`src/rtl/dmem_port_arbiter.sv`:
```
// Round-robin arbiter sharing one 1R1W synchronous data RAM among NREQ requesters.
// Define DMEM_RAW_FWD_EN to forward write data on same-address read/write collisions instead of stalling the read.
module dmem_port_arbiter #(
  parameter int WIDTH      = 32,
  parameter int ADDR_WIDTH = 15,
  parameter int NREQ       = 2
) (
  input  logic                       clk,
  input  logic                       rst,
  input  logic [NREQ-1:0]            req_vld,
  input  logic [NREQ-1:0]            req_we,
  input  logic [NREQ*ADDR_WIDTH-1:0] req_addr,
  input  logic [NREQ*WIDTH-1:0]      req_wdata,
  output logic [NREQ-1:0]            req_rdy,
  output logic [NREQ-1:0]            rsp_vld,
  output logic [WIDTH-1:0]           rsp_data,
  output logic [ADDR_WIDTH-1:0]      mem_radr,
  output logic                       mem_re,
  output logic [ADDR_WIDTH-1:0]      mem_wadr,
  output logic                       mem_we,
  output logic [WIDTH-1:0]           mem_d,
  input  logic [WIDTH-1:0]           mem_q
);

  localparam int PW = (NREQ > 1) ? $clog2(NREQ) : 1;

  // Returns {found, index} of the first candidate strictly after ptr, wrapping around.
  function automatic logic [PW:0] rr_pick(input logic [NREQ-1:0] cand,
                                          input logic [PW-1:0]   ptr);
    logic          found;
    logic [PW-1:0] sel;
    int            idx;
    found = 1'b0;
    sel   = '0;
    for (int k = 1; k <= NREQ; k++) begin
      idx = (int'(ptr) + k) % NREQ;
      if (!found && cand[idx]) begin
        found = 1'b1;
        sel   = idx[PW-1:0];
      end
    end
    return {found, sel};
  endfunction

  logic [PW-1:0]         r_rd_ptr;
  logic [PW-1:0]         r_wr_ptr;
  logic                  r_rsp_vld;
  logic [PW-1:0]         r_rsp_owner;

  logic [NREQ-1:0]       w_rd_cand;
  logic [NREQ-1:0]       w_wr_cand;
  logic [PW:0]           w_rd_pick;
  logic [PW:0]           w_wr_pick;
  logic                  w_rd_found;
  logic                  w_wr_found;
  logic [PW-1:0]         w_rd_idx;
  logic [PW-1:0]         w_wr_idx;
  logic [ADDR_WIDTH-1:0] w_rd_addr;
  logic [ADDR_WIDTH-1:0] w_wr_addr;
  logic [WIDTH-1:0]      w_wr_data;
  logic                  w_hazard;
  logic                  w_rd_grant;
  logic                  w_rd_mem;
  logic                  w_wr_grant;

  assign w_rd_cand  = req_vld & ~req_we;
  assign w_wr_cand  = req_vld & req_we;
  assign w_rd_pick  = rr_pick(w_rd_cand, r_rd_ptr);
  assign w_wr_pick  = rr_pick(w_wr_cand, r_wr_ptr);
  assign w_rd_found = w_rd_pick[PW];
  assign w_wr_found = w_wr_pick[PW];
  assign w_rd_idx   = w_rd_pick[PW-1:0];
  assign w_wr_idx   = w_wr_pick[PW-1:0];

  assign w_rd_addr  = req_addr[w_rd_idx*ADDR_WIDTH +: ADDR_WIDTH];
  assign w_wr_addr  = req_addr[w_wr_idx*ADDR_WIDTH +: ADDR_WIDTH];
  assign w_wr_data  = req_wdata[w_wr_idx*WIDTH +: WIDTH];

  // Nothing is granted while reset is held, so the RAM and requesters see a quiet bus.
  assign w_hazard   = w_rd_found && w_wr_found && (w_rd_addr == w_wr_addr);
  assign w_wr_grant = rst && w_wr_found;
`ifdef DMEM_RAW_FWD_EN
  assign w_rd_grant = rst && w_rd_found;
  assign w_rd_mem   = w_rd_grant && !w_hazard;
`else
  assign w_rd_grant = rst && w_rd_found && !w_hazard;
  assign w_rd_mem   = w_rd_grant;
`endif

  always_comb begin
    req_rdy = '0;
    if (w_wr_grant) req_rdy[w_wr_idx] = 1'b1;
    if (w_rd_grant) req_rdy[w_rd_idx] = 1'b1;
  end

  assign mem_we   = w_wr_grant;
  assign mem_wadr = w_wr_grant ? w_wr_addr : '0;
  assign mem_d    = w_wr_grant ? w_wr_data : '0;
  assign mem_re   = w_rd_mem;
  assign mem_radr = w_rd_mem ? w_rd_addr : '0;

  always_ff @(posedge clk or negedge rst) begin
    if (!rst) begin
      r_rd_ptr    <= PW'(NREQ - 1);
      r_wr_ptr    <= PW'(NREQ - 1);
      r_rsp_vld   <= 1'b0;
      r_rsp_owner <= '0;
    end else begin
      if (w_wr_grant) r_wr_ptr <= w_wr_idx;
      if (w_rd_grant) begin
        r_rd_ptr    <= w_rd_idx;
        r_rsp_owner <= w_rd_idx;
      end
      r_rsp_vld <= w_rd_grant;
    end
  end

  always_comb begin
    rsp_vld = '0;
    if (r_rsp_vld) rsp_vld[r_rsp_owner] = 1'b1;
  end

`ifdef DMEM_RAW_FWD_EN
  logic             r_fwd_sel;
  logic [WIDTH-1:0] r_fwd_data;

  // A collided read takes its data from the write it raced, not from the RAM.
  always_ff @(posedge clk or negedge rst) begin
    if (!rst) begin
      r_fwd_sel  <= 1'b0;
      r_fwd_data <= '0;
    end else begin
      r_fwd_sel <= w_rd_grant && w_hazard;
      if (w_rd_grant && w_hazard) r_fwd_data <= w_wr_data;
    end
  end

  assign rsp_data = !r_rsp_vld ? '0 : (r_fwd_sel ? r_fwd_data : mem_q);
`else
  assign rsp_data = r_rsp_vld ? mem_q : '0;
`endif

endmodule
```
`config.mk`:
```
export PLATFORM = sky130hd
export DESIGN_NAME = dmem_port_arbiter
export DESIGN_NICKNAME = d
export VERILOG_FILES = /design/src/rtl/dmem_port_arbiter.sv
export SDC_FILE = /design/constraint.sdc
export NUM_CORES = 1
export LEC_CHECK = 0
export BUFFER_PORTS_ARGS = -buffer_cell sky130_fd_sc_hd__buf_2
export CAP_MARGIN = 15
export CORE_AREA = 2 2 89 91
export CTS_CLUSTER_DIAMETER = 30
export DETAILED_ROUTE_END_ITERATION = 16
export DIE_AREA = 0 0 91 93
export GPL_TIMING_DRIVEN = 1
export PLACE_DENSITY_LB_ADDON = 0.2
export SLEW_MARGIN = 0
export SYNTH_ARGS = -nofsm -noshare
export SYNTH_HDL_FRONTEND = slang
export SYNTH_SLANG_ARGS = --single-unit
export TNS_END_PERCENT = 100
```
`constraint.sdc`:
```
create_clock -name clk -period 3.05 [get_ports clk]
set_clock_uncertainty 0.2 [all_clocks]
set_input_delay 0.305 -clock clk [delete_from_list [all_inputs] [get_ports clk]]
set_output_delay 0.305 -clock clk [all_outputs]
set_load 0.02 [all_outputs]
```
* Word-level counts from Yosys, hierarchy flattened
Cells that the tools add are included.
Operators by class: $add $sub $neg 4, $mul 2, shifts and indexed selects 3, eq/ne operators 1, bitwise gates (word level) 8, $lt $le $gt $ge 10, muxes and demuxes 33, reductions and logical operators 13
Operators with widths (number):
- two-way mux 32 bit | 2
- indexed part select 64 x 7 -> 32 bit | 1
- indexed part select 30 x 6 -> 15 bit | 2
- two-way mux 15 bit | 2
- two-way mux 1 bit | 23
- equality test 15 bit | 1
- less-than comparator 2 x 3 -> 1 bit (second input constant) | 4
- logical AND 1 bit | 10
- multiplier 1 x 4 -> 5 bit (second input constant) | 2
- less-than comparator 1 x 2 -> 1 bit (second input constant) | 3
- two-way mux 2 bit | 3
- adder 1 bit (second input constant) | 4
- bitwise AND 1 bit (first input constant) | 4
- bitwise AND 2 bit | 2
- demux 1 bit (select 1 bit) | 3
- greater-or-equal comparator 1 bit (second input constant) | 3
- zero test 1 bit | 3
- inverter 2 bit | 1
- bitwise OR 2 bit | 1
Storage, ports and cells: logic and storage cells 78, register bits 4, output and inout port bits 100

* Logic depth before layout (Yosys ltp)
Gate-level depths: netlist of the first run.
word-level depth 16, mapped depth 8, gate-level depth less buffers 6

* Worst setup path before layout of the first run
No wires, ideal clock.
kind flip-flop to output port, from register r_wr_ptr, to output mem_re, arrival 1.801 ns, slack 0.744 ns, stages on the path, launching flop included 8, buffers on the path 1, required time 2.545 ns, path through dfstp_2 nand3_2 nand3_1 mux2i_1 nand4_1 a211oi_4 buf_6 inv_2
On the way: longest elaborated chain between the ends 14
Ends and longest elaborated chain:
- start: declaration | RTL line 46 | logic [PW-1:0] r_wr_ptr;
- start signal: assignment | RTL line 105 | r_wr_ptr <= PW'(NREQ - 1);
- start signal: assignment | RTL line 109 | if (w_wr_grant) r_wr_ptr <= w_wr_idx;
- adder 1 bit | RTL line 36 | idx = (int'(ptr) + k) % NREQ;
- two-way mux 1 bit (not written as such) (3 in a row) | RTL line 37 | if (!found && cand[idx]) begin
- two-way mux 1 bit | RTL line 37
- zero test 1 bit | RTL line 37
- logical AND 1 bit | RTL line 37
- two-way mux 1 bit | RTL line 37
- multiplier 1 x 4 -> 5 bit | RTL line 76 | assign w_wr_addr = req_addr[w_wr_idx*ADDR_WIDTH +: ADDR_WIDTH];
- indexed part select 30 x 6 -> 15 bit | RTL line 76
- equality test 15 bit | RTL line 80 | assign w_hazard = w_rd_found && w_wr_found && (w_rd_addr == w_wr_addr);
- logical AND 1 bit (*) | RTL line 80
- zero test 1 bit (*) | RTL line 86 | assign w_rd_grant = rst && w_rd_found && !w_hazard;
- logical AND 1 bit (*) | RTL line 86
- end: declaration | RTL line 18 | output logic mem_re,
Mark *: on every way between the ends. The rest lies on a longest branch, timed or not. The select of a mux whose other input is x is not followed.

* Worst setup path in the final report of the first run
from input rst, to output mem_radr[0]
On the way: longest elaborated chain between the ends 3
Ends and longest elaborated chain:
- start: declaration | RTL line 9 | input logic rst,
- logical AND 1 bit (2 in a row) | RTL line 86
- two-way mux 15 bit | RTL line 100 | assign mem_radr = w_rd_mem ? w_rd_addr : '0;
- end: declaration | RTL line 17 | output logic [ADDR_WIDTH-1:0] mem_radr,
No other way between the ends.

==> results of run 1 <==
## kinds of logic (layout without fill, tap and decap cells)
kind of cell / Yosys count / count (layout) / share of synthesized area
flops: 4 / 4 / 0.06421
compound gates: 80 / 80 / 0.3845
xor+xnor: 7 / 7 / 0.03837
simple gates: 140 / 140 / 0.4471
buf+inv: 23 / 249 / 0.05950
mux: 1 / 1 / 0.006265
## critical path: cells and delay by family
| kind | cells | cell delay (ps) |
|---|---|---|
| buf+inv | 4 | 1160 |
| compound gates | 4 | 680 |
| simple gates | 1 | 220 |
## sequential cells by signal, indices dropped and copies added (netlist names)
register and flops:
r_rd_ptr 1, r_rsp_owner 1, r_rsp_vld 1, r_wr_ptr 1
## worst max-delay path by stage
stage | cells past startpoint | end | startpoint | slack, ps
floorplan | 7 | mem_re | r_wr_ptr | 740
global placement | 9 | mem_radr[0] | req_addr[14] | 300
detailed placement | 5 | mem_d[31] | r_wr_ptr | 230
CTS | 9 | mem_radr[0] | rst | 180
global route | 9 | mem_radr[0] | rst | 80
finish | 9 | mem_radr[0] | rst | 180
## final cells by class
class | instances | area (sq um)
sequential | 4 | 102.6
inverter | 5 | 18.77
tap | 102 | 127.6
multi-input combinational | 228 | 1408
fill | 857 | 4599
clock buffer | 4 | 45.04
timing repair buffer | 240 | 1226
## through the flow
| step | total power, W | cells | worst slack, ps |
|---|---|---|---|
| 3_5_place_dp | 0.0006411 | 578 | 232.0 |
| 5_1_grt | 0.0008198 | 583 | 84.27 |
| 2_1_floorplan | 0.0004078 | 255 | 744.3 |
| 6_report | 0.0007597 | 583 | 183.2 |
| 4_1_cts | 0.0007683 | 583 | 176.0 |
| 3_3_place_gp | 0.0006371 | 578 | 296.4 |
## what timing repair did
action	4_1_cts	5_1_grt
hold buffers	1	0
hold endpoints to repair	4	0
resized for setup	1	0
buffers inserted	0	0
endpoints found under the setup margin	3	0
## metal layers
layer  track usage  share of wire  wire length, um
met3       0.03223          0.075              575
met4       0.01641         0.0040               31
met2        0.2802           0.50             3840
met1        0.2088           0.42             3221
met5             0              0                0
## power by group through the flow
| stage | Combinational [W] | Clock [W] | Sequential (W) |
|---|---|---|---|
| 5_1_grt | 0.000604 | 0.000130 | 0.0000863 |
| 6_report | 0.000557 | 0.000120 | 0.0000822 |
| 3_5_place_dp | 0.000558 | 0 | 0.0000835 |
| 2_1_floorplan | 0.000335 | 0 | 0.0000726 |
| 4_1_cts | 0.000562 | 0.000124 | 0.0000826 |
| 3_3_place_gp | 0.000555 | 0 | 0.0000820 |
## placed cells by master (no fill, tap or decap), types with 4 or more instances in the layout
master	Yosys	layout
and2_1	35	35
inv_1	4	4
a21oi_2	9	9
buf_2	1	231
buf_4	0	8
a22o_1	32	32
nand2b_1	17	17
nand4_1	4	4
a21oi_1	23	23
xnor2_1	4	4
nand2_1	67	67
==> results_dict.tcl, run 1 <==
set metrics [dict create \
    syn_nets 387 \
    rr_worst_depth 7 \
    yosys_warnings 0 \
    crit_slowest_cell "dlygate4sd3_1" \
    worstSetupStartpointType "input port" \
    std_cell_rows 32 \
    drive_above_1_share 0.5447 \
    vias_per_cell 4.581 \
    drtAntennaViolNets 0 \
    syn_to_final_growth_pct 83.24 \
    synth_most_common_cell "nand2_1" \
    cts_sinks 4 \
    numCtsBuffers 3 \
    coreArea_sq_um 7527 \
    dieArea_sq_um 8463 \
    timing.rr.end "r_rsp_vld" \
    place_congestion 0.8361 \
    synthArstFlopShare 1.000 \
    placed_area_sq_um 2868 \
    synthFlopType "dfstp_2" \
    r2r_start "r_rd_ptr" \
    n_antenna_cell 0 \
    p_per_area_nw_per_um2 259.5 \
    rsz0062_at_grt "no" \
    relSlewSlack 0.5040 \
    track_usage 0.1595 \
    ir_drop_uv 120.9 \
    r2r_slack_ps 910 \
    power.static_leakage_nw 1.729 \
    grt_max_degree 35 \
    start_util 0.2123 \
    gr-total-overflow 0 \
    drt_iter0_drc 121 \
    power_frac_comb 0.733 \
    pwr-share-seq 0.108 \
    design_area_sq_um 2928 \
    fmax_mhz 348.8 \
    cts_tree "yes" \
    slew_viol_final 0 \
    die_y_um 93 \
    critPathKind "in2out" \
    netlist_instances 255 \
    cpMostUsedCell "buf_2" \
    synth_area_sq_um 1598 \
    ys_ff_latch 4 \
    cts.path.max_buffers 2 \
    pwr-share-clk 0.158 \
    synth_area_leader_cell "a22o_1" \
    seq_area_frac_synth 0.06421 \
    synth.distinct_cells 41 \
    worstSetupEndpointType "output pin" \
    synthTopCellsByCount "67 x nand2_1, 35 x and2_1, 32 x a22o_1" \
    io_pins 232 \
    drc 0 \
    switchingPower_w 0.0003734 \
    cp_slowest_stage_delay_ps 540 \
    crit_chain "dlygate4sd3_1 -> buf_2 -> and3_1 -> o31ai_1 -> o211ai_2 -> a211oi_4 -> buf_4 -> a21oi_1 -> buf_2" \
    fp.dieW_um 91 \
    switching_share 0.4915 \
    status "completed" \
    ys_top_cells_by_area "a22o_1 18%, nand2_1 16%, and2_1 14%" \
    clk_pin_slew_ps 40 \
    final_nets 614 \
    grt_pass1_wl_um 11260 \
    tightestPinTransition_ps 742.2 \
    firstDrtPassIters 4 \
    cts-htree-levels 1 \
    drt-total-wl_um 7669 \
    setup_tns_ps 0 \
    grt_pass1_vias 2357 \
    min_period_over_period 0.9399 \
    cp.arrival_ps 2360 \
    antenna_found_initial 0 \
    worstPathRequired_ps 2540 \
    wl_per_cell_um 13.15 \
    finalHoldViolations 0 \
    vias 2671 \
    timing.hold.ws_ps 254.2 \
    io_buffers 231 \
    hp-class "in2async" \
    fin_crit_ps 2867 \
    yosysTopAreaCellShare 0.1754 \
    setup_viol 0 \
    cts_root_buf "clkbuf_8" \
    hpwlAfterDp_um 6297 \
    syn_avg_cell_area_sq_um 6.266 \
    clock_latency_ps 210 \
    fin_util 0.3890 \
    cp_max_fo 9 \
    intPower_w 0.0003863 \
    maxCapViolations 0 \
    synth_edf_count 0 \
]
No activity file was read; power rests on OpenSTA's default activity.
==> inputs of run 2 (changes only) <==
--- a/config.mk
+++ b/config.mk
@@ -7,12 +7,14 @@
 export LEC_CHECK = 0
 export BUFFER_PORTS_ARGS = -buffer_cell sky130_fd_sc_hd__buf_2
 export CAP_MARGIN = 15
-export CORE_AREA = 2 2 89 91
+export CELL_PAD_IN_SITES_DETAIL_PLACEMENT = 0
+export CELL_PAD_IN_SITES_GLOBAL_PLACEMENT = 1
+export CORE_MARGIN = 2
+export CORE_UTILIZATION = 17
 export CTS_CLUSTER_DIAMETER = 30
 export DETAILED_ROUTE_END_ITERATION = 16
-export DIE_AREA = 0 0 91 93
 export GPL_TIMING_DRIVEN = 1
-export PLACE_DENSITY_LB_ADDON = 0.2
+export PLACE_DENSITY_LB_ADDON = 0.1
 export SLEW_MARGIN = 0
 export SYNTH_ARGS = -nofsm -noshare
 export SYNTH_HDL_FRONTEND = slang
==> run 2 against run 1 <==
Register-to-register slack about the same. Cell count up 1.5%. Die area up 20%. Highest routed layer unchanged. Largest power group unchanged. Non-clock buffer count unchanged. Clock power about the same. Global-route usage down 2.4 points. Combinational power about the same.
==> results_dict.tcl, run 2 (synthesis results as in run 1) <==
set metrics [dict create \
    coreArea_sq_um 9196 \
    worstPathRequired_ps 2540 \
    cts_root_buf "clkbuf_8" \
    timing.hold.ws_ps 274.2 \
    maxCapViolations 0 \
    drive_above_1_share 0.5447 \
    r2r_start "r_rd_ptr" \
    hp-class "in2async" \
    drc 0 \
    numCtsBuffers 3 \
    cts_tree "yes" \
    status "completed" \
    gr-total-overflow 0 \
    io_buffers 231 \
    hpwlAfterDp_um 6697 \
    track_usage 0.1355 \
    cts_resized 0 \
    final_nets 614 \
    fp.dieW_um 100.9 \
    fmax_mhz 360.5 \
    syn_to_final_growth_pct 83.63 \
    finalHoldViolations 0 \
    dp_cells 587 \
    io_pins 232 \
    worstSetupStartpointType "input port" \
    r2r_slack_ps 920 \
    cts_hold_buffers 1 \
    critPathKind "in2out" \
    ir_drop_uv 93.61 \
    vias 2609 \
    drtAntennaViolNets 0 \
    cts_setup_buffers 0 \
    timing.rr.end "r_rsp_owner" \
    clk_pin_slew_ps 40 \
    dieArea_sq_um 10190 \
    start_util 0.1737 \
    fin_util 0.3190 \
    antenna_found_initial 0 \
    power.static_leakage_nw 1.729 \
    vias_per_cell 4.407 \
    clock_latency_ps 210 \
    final_cell_mix "231 x buf_2, 67 x nand2_1, 35 x and2_1, 32 x a22o_1, 23 x a21oi_1" \
    p_per_area_nw_per_um2 258.5 \
    wl_per_cell_um 13.56 \
    cp_max_fo 16 \
    setup_tns_ps 0 \
    tightestPinTransition_ps 651.4 \
    std_cell_rows 35 \
    firstDrtPassIters 4 \
    final_cells 592 \
    rsz0062_at_grt "no" \
    cts-htree-levels 1 \
    drt-total-wl_um 8028 \
    rr_worst_depth 6 \
    setup_viol 0 \
    grt_pass1_vias 2254 \
    n_antenna_cell 0 \
    cp.arrival_ps 2270 \
    slew_viol_final 0 \
    layout_commonest_cell "buf_2" \
    drt_iter0_drc 82 \
    relSlewSlack 0.5657 \
    cts.path.max_buffers 2 \
    cts_sinks 4 \
    die_y_um 100.9 \
    grt_max_degree 35 \
    place_congestion 0.8425 \
    grt_pass1_wl_um 11180 \
    min_period_over_period 0.9095 \
    fin_crit_ps 2774 \
    worstSetupEndpointType "output pin" \
]
## run 2: cell count changes in the layout (fill, tap and decap cells not counted)
cell	delta
nor2_2	+1
nor2_4	-1
## run 2: final cells by class
cell class | instances | area [sq um]
fillers | 1045 | 6262
multi-input cells | 228 | 1403
repair buffers | 240 | 1226
well taps | 111 | 138.9
flip-flops and latches | 4 | 102.6
clock buffers | 4 | 45.04
inverters | 5 | 18.77
## run 2: worst max-delay path, stage by stage
cell,delay [ps]
dlygate4sd3_1,530
buf_2,210
o21ai_1,110
nand2b_1,190
a21oi_1,280
a211oi_4,70
buf_4,220
a21oi_1,160
buf_2,190
## run 2: layer usage
layer  up-vias  track usage  part of all wire
li1       1342            -                 -
met1      1132       0.1761              0.41
met2       133       0.2436              0.50
met3         2      0.01248             0.081
met4         0      0.02703            0.0047
met5         -            0                 0
## run 2: per-stage QoR
stage | power (W) | worst slack [ps] | instance area [sq um]
6_report | 0.0007586 | 276.0 | 2934
5_1_grt | 0.0008214 | 117.9 | 2934
4_1_cts | 0.0007721 | 233.6 | 2934
3_5_place_dp | 0.0006470 | 426.9 | 2879
3_3_place_gp | 0.0006442 | 532.1 | 2879
2_1_floorplan | 0.0004078 | 744.3 | 1598
## run 2: where the power goes
group	leakage, nW	internal, W	switching (W)
clock network	0.0228	0.0000894	0.0000284
logic	1.66	0.000229	0.000329
registers	0.0454	0.0000665	0.0000167
## run 2: worst max path at each step
stage | from | to | cells past startpoint
after global routing | rst | mem_radr[14] | 9
final | rst | mem_radr[14] | 9
after global placement | req_addr[9] | mem_radr[4] | 9
after detailed placement | req_addr[9] | mem_radr[14] | 9
after floorplan | r_wr_ptr | mem_re | 7
after CTS | rst | mem_radr[14] | 9
